`config.mk`:
```
export PLATFORM = sky130hd
export DESIGN_NAME = switch_event_encoder
export DESIGN_NICKNAME = d
export VERILOG_FILES = /design/src/rtl/switch_event_encoder.sv
export SDC_FILE = /design/constraint.sdc
export NUM_CORES = 1
export LEC_CHECK = 0
export ABC_AREA = 1
export CORE_UTILIZATION = 32
export CTS_CLUSTER_SIZE = 30
export DETAILED_ROUTE_END_ITERATION = 8
export MAX_ROUTING_LAYER = met4
export PLACE_DENSITY = 0.53
export RECOVER_POWER = 25
export SETUP_SLACK_MARGIN = 0.3
export SLEW_MARGIN = 20
export SYNTH_ARGS = -nofsm -noshare
export SYNTH_HDL_FRONTEND = slang
export SYNTH_SLANG_ARGS = --single-unit
```
`constraint.sdc`:
```
create_clock -name i_clk -period 2.5 [get_ports i_clk]
set_input_delay 0.375 -clock i_clk [delete_from_list [all_inputs] [get_ports i_clk]]
set_output_delay 0.375 -clock i_clk [all_outputs]
set_load 0.02 [all_outputs]
```
`src/rtl/switch_event_encoder.sv`:
```
// Switch front end: synchronises and debounces four raw switches, then turns
// the clean levels into single-cycle release events, a switch-1 + switch-4
// hold game-reset request, and an error pulse for ambiguous multi-presses.
module switch_event_encoder #(
    parameter int DEBOUNCE_LIMIT  = 250000,
    parameter int RESET_HOLD_CLKS = 25000000
) (
    input  logic       i_clk,
    input  logic       i_rst_n,
    input  logic [3:0] i_switch,
    output logic [3:0] o_switch_level,
    output logic       o_event_dv,
    output logic [1:0] o_event_id,
    output logic       o_game_reset,
    output logic       o_multi_err
);

    localparam int DB_W   = $clog2(DEBOUNCE_LIMIT);
    localparam int HOLD_W = $clog2(RESET_HOLD_CLKS);

    localparam logic [DB_W-1:0]   DB_LAST  = DB_W'(DEBOUNCE_LIMIT - 1);
    localparam logic [DB_W-1:0]   DB_ONE   = DB_W'(1);
    // The hold counter is cleared on COMBO entry; the pulse fires on the
    // cycle it steps onto RESET_HOLD_CLKS-1, i.e. while it still holds -2.
    localparam logic [HOLD_W-1:0] HOLD_FIRE = HOLD_W'(RESET_HOLD_CLKS - 2);
    localparam logic [HOLD_W-1:0] HOLD_ONE  = HOLD_W'(1);

    localparam logic [3:0] COMBO_MASK = 4'b1001;

    typedef enum logic [2:0] {
        IDLE,
        PRESSED,
        COMBO,
        DRAIN,
        LOCKOUT
    } state_t;

    logic [3:0]        sync_meta;
    logic [3:0]        sync;
    logic [3:0]        level;
    logic [DB_W-1:0]   db_cnt [4];

    state_t            state;
    state_t            next_state;
    logic [1:0]        id_q;
    logic [1:0]        next_id;
    logic [HOLD_W-1:0] hold_cnt;
    logic [HOLD_W-1:0] next_hold;
    logic              event_d;
    logic              game_reset_d;
    logic              multi_err_d;
    logic [3:0]        latched_mask;

    // Index of the highest set bit; only ever applied to one-hot values.
    function automatic logic [1:0] bit_index(input logic [3:0] v);
        logic [1:0] idx;
        idx = 2'd0;
        for (int i = 0; i < 4; i++) begin
            if (v[i]) idx = 2'(i);
        end
        return idx;
    endfunction

    // Two-flop synchroniser per switch bit.
    always_ff @(posedge i_clk or negedge i_rst_n) begin
        if (!i_rst_n) begin
            sync_meta <= '0;
            sync      <= '0;
        end else begin
            // NOTE: non-blocking keeps the two stages as separate flops;
            // blocking here would collapse the chain into a single register.
            sync_meta <= i_switch;
            sync      <= sync_meta;
        end
    end

    // Per-bit debounce: the level only follows sync after DEBOUNCE_LIMIT
    // consecutive mismatching samples.
    always_ff @(posedge i_clk or negedge i_rst_n) begin
        if (!i_rst_n) begin
            level <= '0;
            // NOTE: these counters are control state, not storage, so every
            // entry is reset; a true RAM array would be left unreset.
            for (int i = 0; i < 4; i++) db_cnt[i] <= '0;
        end else begin
            for (int i = 0; i < 4; i++) begin
                if (sync[i] == level[i]) begin
                    db_cnt[i] <= '0;
                end else if (db_cnt[i] == DB_LAST) begin
                    level[i]  <= sync[i];
                    db_cnt[i] <= '0;
                end else begin
                    db_cnt[i] <= db_cnt[i] + DB_ONE;
                end
            end
        end
    end

    assign o_switch_level = level;
    assign latched_mask   = 4'b0001 << id_q;

    // Next-state and pulse decode from the debounced level.
    always_comb begin
        // NOTE: every target gets a default before the case so no path
        // leaves one unassigned, which would infer a latch.
        next_state   = state;
        next_id      = id_q;
        next_hold    = hold_cnt;
        event_d      = 1'b0;
        game_reset_d = 1'b0;
        multi_err_d  = 1'b0;

        unique case (state)
            IDLE: begin
                if (level != 4'b0000) begin
                    if ($onehot(level)) begin
                        next_state = PRESSED;
                        next_id    = bit_index(level);
                    end else if (level == COMBO_MASK) begin
                        next_state = COMBO;
                        next_hold  = '0;
                    end else begin
                        multi_err_d = 1'b1;
                        next_state  = LOCKOUT;
                    end
                end
            end
            PRESSED: begin
                if (level == 4'b0000) begin
                    event_d    = 1'b1;
                    next_state = IDLE;
                end else if (level == latched_mask) begin
                    next_state = PRESSED;
                end else if (level == COMBO_MASK &&
                             (level & latched_mask) != 4'b0000) begin
                    next_state = COMBO;
                    next_hold  = '0;
                end else begin
                    // Covers an extra bit rising, including one rising in the
                    // same cycle the latched switch is released.
                    multi_err_d = 1'b1;
                    next_state  = LOCKOUT;
                end
            end
            COMBO: begin
                if (level == COMBO_MASK) begin
                    next_hold = hold_cnt + HOLD_ONE;
                    if (hold_cnt == HOLD_FIRE) begin
                        game_reset_d = 1'b1;
                        next_state   = DRAIN;
                    end
                end else begin
                    next_state = LOCKOUT;
                end
            end
            DRAIN, LOCKOUT: begin
                if (level == 4'b0000) next_state = IDLE;
            end
            default: next_state = IDLE;
        endcase
    end

    // State, latched ID, hold counter and registered output pulses.
    always_ff @(posedge i_clk or negedge i_rst_n) begin
        if (!i_rst_n) begin
            state        <= IDLE;
            id_q         <= '0;
            hold_cnt     <= '0;
            o_event_dv   <= 1'b0;
            o_event_id   <= '0;
            o_game_reset <= 1'b0;
            o_multi_err  <= 1'b0;
        end else begin
            state        <= next_state;
            id_q         <= next_id;
            hold_cnt     <= next_hold;
            o_event_dv   <= event_d;
            o_game_reset <= game_reset_d;
            o_multi_err  <= multi_err_d;
            if (event_d) o_event_id <= id_q;
        end
    end

endmodule

```
==> reports/qor.yml <==
cts_inserted_buffers: 17
hold_path_class: "flip-flop to flip-flop"
rr_startpoint: "o_switch_level[0]$_DFFE_PN0P_"
crit_required_ns: 2.81
dp_hpwl_mm: 10.73
wl_per_cell_um: 12.26
ys_seq_elements: 119
io_pins: 15
crit_buf_inv: 4
p_int_mw: 3.615
power.net_switching_mw: 0.9593
grt_pass1_wl_mm: 26.47
synth.largest_area_cell: "dfrtp_1"
drt_iter0_drc: 321
cts_tree: "done"
reg2reg_slack_ns: 0.23
min_period_ns: 2.270
worst_slack_ns: 0.2304
via_per_inst: 4.610
path_delay_family: "adder cells"
antenna_found_initial: 0
synth.area.mux_share_pct: 0
rsz0062_at_grt: "true"
final_hold_viol_count: 0
path_common_cell: "inv_2"
htree_levels: 4
worstPathArrival_ns: 2.58
p_seq_share_pct: 43.1
postRouteAntennaNets: 0
cts_root_buffer: "clkbuf_16"
via_count: 5587
layout-area-overhead-vs-synth_pct: 19.26
synth-xor-area-share_pct: 3.453
route.detailed.drc: 0
gp_congestion: 0.8543
grt_max_degree: 66
worst_slew_pin_slew_ns: 0.8888
rr_worst_depth: 12
synth_compound_area_share_pct: 5.521
p_leak_nw: 3.383
pre_cts_slack_ns: 0.1455
fin_setup_tns_ns: 0
drv_cap: 0
yosys_warnings: 0
postSynthAreaPerCell_um2: 7.427
ys_types: 32
synthTopCellsByArea: "dfrtp_1, nand2_1, nor2_1"
switching_share_pct: 20.97
mappedNetlistArea_um2: 6595
cts.clk_slew.worst_paths_ns: 0.05
path_cells: "inv_2 -> fa_1 -> inv_1 -> ha_2 -> ha_4 -> inv_2 -> nand3_4 -> o21ai_4 -> nand2_4 -> buf_8 -> a21oi_2 -> nor2_2"
diodes: 0
min_to: "sync[3]$_DFF_PN0_"
clock.fmax_ghz: 0.4406
die_w_um: 145.6
cts_max_path_buffers: 2
outcome: "finished, final reports clean"
startpoint_type: "flip-flop"
irDropWorstVdd_mv: 0.4733
hold_start: "sync_meta[3]$_DFF_PN0_"
wl_mm: 14.86
core_um2: 20230
synth_top_area_share_pct: 45.15
combPwrFrac_pct: 2.3
p_clk_share_pct: 54.6
finalCritPeriodShare_pct: 90.78
synth_top_family_by_area: "simple AND/OR/NAND/NOR gates"
port_buffers: 14
cpPeakStageDelay_ns: 0.54
grt_overflow: 0
grt_use_total_pct: 15.75
slowest_stage: "fa_1"
initial_utilization_pct: 32.59
syn_nets: 909
syn_inst: 888
cts.sinks: 119
grt_pass1_vias: 5589
fin_worst_skew_ns: 0.01089
seq_area_frac_synth_pct: 45.15
synth_fa_ha_area_share_pct: 2.960
worstSetupPathType: "flip-flop to flip-flop"
worst-path-max-fanout: 16
synth-simple-area-share_pct: 36.20
power.density_nw_per_um2: 581.5
drive_gt1_share_pct: 9.554
maxSlewHeadroom_pct: 40.74
critical_path.endpoint_type: "flip-flop"
slew_violations: 0
final_util_pct: 38.87
setup_violations: 0
total_power_mw: 4.574
die_height_um: 145.6
finalNetCount: 950
r2r_end: "hold_cnt[5]$_DFFE_PN0P_"
row_count: 52
dr.pass1.iters: 4
clk_latency_ns: 0.42
hold-path-cell-count: 0
die_area_um2: 21190
[synthesized netlist by cell type]
cell type / number
nor2_2: 9
o21bai_1: 1
inv_1: 99
nand2_2: 2
a21oi_1: 26
xor2_1: 21
nand3b_1: 3
nor3b_1: 5
nor3_2: 1
dfrtp_1: 119
nand3_1: 62
a31oi_1: 3
buf_6: 2
fa_1: 1
o2111ai_1: 1
buf_8: 1
o21ai_1: 5
nor3_1: 29
buf_2: 2
or2_2: 4
xnor2_1: 5
nand4_1: 38
inv_2: 1
buf_12: 1
nor2_1: 189
o21ai_0: 19
a21oi_2: 7
and2_1: 1
ha_1: 14
nor2_4: 1
nand2_1: 214
a31o_2: 2
[sequential cells by signal (all words and copies together), names as in the netlist]
signal,cells
state,3
sync,4
hold_cnt,25
db_cnt,72
o_event_dv,1
id_q,2
o_switch_level,4
o_multi_err,1
sync_meta,4
o_game_reset,1
o_event_id,2
[metrics by stage]
step	hold WS, ns	std cells	area (um^2)
floorplan	0.07941	888	6636
global placement	0.2693	1175	7138
detailed placement	0.2693	1175	7138
CTS	0.3467	1208	7759
global route	0.3553	1212	7865
finish	0.3449	1212	7865
[kinds of logic (layout without fill, tap and decap cells)]
logic type      after synthesis  in the layout
fa+ha+maj                    15             15
flops                       119            119
compound gates               64             64
buf+inv                     106            160
simple gates                558            558
xor+xnor                     26             26
[power by group through the flow]
stage                     registers [mW]  logic [mW]  clock network, mW
after floorplan                     2.00      0.0449                  0
after global placement              2.00       0.114                  0
after detailed placement            2.00       0.113                  0
after CTS                           1.97       0.115               2.55
after global routing                1.97       0.126               2.64
final                               1.97       0.104               2.50
[what timing repair did]
| item | CTS | global route |
|---|---|---|
| gates resized for setup | 3 | 13 |
| hold endpoints to repair | 26 | 0 |
| hold buffers | 1 | 0 |
| pin swaps | 0 | 2 |
| buffers inserted | 0 | 2 |
| setup endpoints to repair | 25 | 30 |
| cloned | 0 | 2 |
[placed cells by master (no fill, tap or decap), types with 4 or more instances in the layout]
cell type	n
dfrtp_1	116
clkinv_2	5
o21ai_0	18
clkdlybuf4s50_1	9
nand3_1	59
xnor2_1	5
inv_1	96
nor2_1	187
nor3b_1	5
ha_1	12
nand4_1	38
buf_4	7
nor3_1	29
o21ai_1	5
or2_2	4
a21oi_2	12
dlygate4sd3_1	5
nor2_2	11
xor2_1	21
a21oi_1	21
nand2_1	213
clkbuf_16	19
[routing by layer]
layer / vias to the layer above / global-route usage [%] / share of wire, %
met2: 44 / 23.53 / 45
li1: 2943 / - / -
met1: 2592 / 21.02 / 52
met5: - / - / 0
met4: 0 / 5.263 / 0.81
met3: 8 / 3.605 / 2.3
[worst max path at each step]
stage                                        from                 endpoint  depth (start not counted)
global route        o_switch_level[0]$_DFFE_PN0P_  hold_cnt[5]$_DFFE_PN0P_                         12
floorplan           o_switch_level[0]$_DFFE_PN0P_  hold_cnt[5]$_DFFE_PN0P_                         13
finish              o_switch_level[0]$_DFFE_PN0P_  hold_cnt[5]$_DFFE_PN0P_                         12
detailed placement  o_switch_level[0]$_DFFE_PN0P_  hold_cnt[5]$_DFFE_PN0P_                         13
CTS                 o_switch_level[1]$_DFFE_PN0P_  hold_cnt[5]$_DFFE_PN0P_                         12
global placement    o_switch_level[0]$_DFFE_PN0P_  hold_cnt[5]$_DFFE_PN0P_                         13
[area by class of cell]
type	count	area [um^2]
clock inverters	9	122.6
flip-flops and latches	119	2982
well taps	270	337.8
clock buffers	23	478.0
inverters	100	377.9
multi-input cells	663	3259
repair buffers	28	307.8
fillers	2090	12370
[worst reg2reg max path: stages, from the launching register on]
cell and delay, ns:
dfrtp_2 0.36, inv_2 0.05, fa_1 0.54, inv_1 0.04, ha_2 0.17, ha_4 0.21, inv_2 0.06, nand3_4 0.07
o21ai_4 0.16, nand2_4 0.14, buf_8 0.19, a21oi_2 0.15, nor2_2 0.04
Note: power is estimated with default switching activity, not from simulation.
==> RTL change, RTL diff (same settings) <==
Set the parameter `RESET_HOLD_CLKS` to 12500000 (it was 25000000).
--- a/src/rtl/switch_event_encoder.sv
+++ b/src/rtl/switch_event_encoder.sv
@@ -5,3 +5,3 @@
     parameter int DEBOUNCE_LIMIT  = 250000,
-    parameter int RESET_HOLD_CLKS = 25000000
+    parameter int RESET_HOLD_CLKS = 12500000
 ) (
Function: same outputs for any inputs over 10 cycles, from zero or initial values and one cycle with i_rst_n low; that may be too few to reach the edited logic, so the function may still have changed.
==> RTL change against the unedited design <==
Via count up 3.5%; worst setup slack worse by 0.022 ns; clock skew decreased by 0.0019 ns; routed wire length grew 4.9%; worst hold slack improved by 0.0062 ns; final cell count rose by 1.5%; area after synthesis grew 1.3%; total power decreased by 2.9%; first-iteration DRC count grew 9.0%; sequential cell count is 1 lower; design area up 1.8%; largest cell class unchanged; largest power group unchanged; highest routed layer unchanged.
==> RTL change: results (changes against the unedited design) <==
run status finished clean; Post-Syn Nets 924 (+1.7%); number of fill cells 2054 (-1.7%); Final GP Congestion 0.860 (+0.61%); dpl hpwl 10900 um (+2.0%); reg2reg path depth 13 (+1); Vias 5784 (+3.5%); M1 wire length 7830 um (+2.1%); min-delay src sync_meta[0]; P_leak 0.00341 uW (+0.65%); Synth cell types 38 (+19%); Reg power frac 43.9% (+0.8 points); PD cells 555 nW/um2 (-4.6%); first-pass GRT wire length 27000 um (+1.9%); DRT iter0 DRCs 350 (+9.0%); reg2reg setup slack 0.21 ns (-0.02 ns); XOR/XNOR Fraction of Synth Area 3.01% (-0.44 points); Adder-Cell Fraction of Synth Area 2.92% (-0.038 points); clk_skew 0.00903 ns (-0.00186 ns); Hold Path End sync[0]; vias in the first global route 5555 (-0.61%); fin nets 968 (+1.9%); Arr. time, crit path 2.64 ns (+0.06 ns); post-synthesis sequential area ratio 44.2% (-0.96 points); WL met3 538 um (+56%); Synth Area in Compound Gates 5.66% (+0.13 points); biggest regs db_cnt: 72 flops, hold_cnt: 24 flops; fraction of layout cells with a size suffix above 1 11.9% (+2.3 points); worst rel slew slack 31.6% (-9.1 points); WL final 15600 um (+4.9%); GRT met1 Usage 21.0% (about the same); ANT cells 0 (unchanged); EDFF count, synth 0 (unchanged); CTS Buf Count 17 (unchanged); met3 usage 3.97% (+0.36 points); iteration count of the initial detailed-routing pass 5 (+1); max incr delay on CP 0.52 ns (-0.02 ns); worst vdd ir 401 uV (-15%); worst-path maximum fanout 7 (-9); grt met2 use 24.5% (+0.94 points); largest net degree at the start of global routing 56 (-15%); reg2reg end hold_cnt[4]; routed wl met2 6990 um (+4.0%); top post-synthesis cells by count nand2_1, nor2_1, dfrtp_1; CTS Buffer Depth 2 (unchanged)
RTL change: changes by cell type after synthesis, moves of 4 or more:
cell,before,now
xor2_1,21,17
inv_2,1,6
nand4_1,38,34
nor3_1,29,36
a21oi_1,26,22
nand2_1,214,225
RTL change: metrics by stage:
stage | hold WS (ns) | setup WS, ns | utilization (%) | cells | cell area (um2)
after floorplan | 0.0794 | 0.178 | - | 903 | 6740
after global placement | 0.277 | 0.158 | 35.4 | 1188 | 7220
after detailed placement | 0.274 | 0.102 | 35.4 | 1188 | 7220
after CTS | 0.354 | 0.237 | 38.9 | 1228 | 7920
after global routing | 0.369 | 0.0823 | 39.3 | 1230 | 8010
final | 0.351 | 0.208 | 39.3 | 1230 | 8010
RTL change: layout make-up:
| class | instances | share of cell area (%) |
|---|---|---|
| multi-input combinational | 678 | 43.3 |
| sequential | 118 | 36.9 |
| clock buffer | 19 | 5.53 |
| inverter | 106 | 5.16 |
| tap | 270 | 4.22 |
| timing repair buffer | 25 | 3.03 |
| clock inverter | 13 | 1.64 |
| timing repair inverter | 1 | 0.141 |
RTL change: worst max path at each step:
stage / start / to / slack (ns) / cells past startpoint
finish: o_switch_level[0] / hold_cnt[4] / 0.21 / 13
global placement: o_switch_level[0] / hold_cnt[15] / 0.16 / 11
detailed placement: o_switch_level[0] / hold_cnt[14] / 0.10 / 12
floorplan: o_switch_level[0] / hold_cnt[4] / 0.18 / 12
global route: o_switch_level[0] / hold_cnt[4] / 0.08 / 13
CTS: o_switch_level[0] / hold_cnt[2] / 0.24 / 12
RTL change: timing repair:
| action | CTS | global route |
|---|---|---|
| resized for setup | 11 | 22 |
| gates cloned | 5 | 1 |
| pin swaps | 3 | 6 |
| hold buffers | 1 | 0 |
| hold endpoints to repair | 16 | 0 |
| setup endpoints to repair | 24 | 29 |
| setup buffers | 2 | 1 |
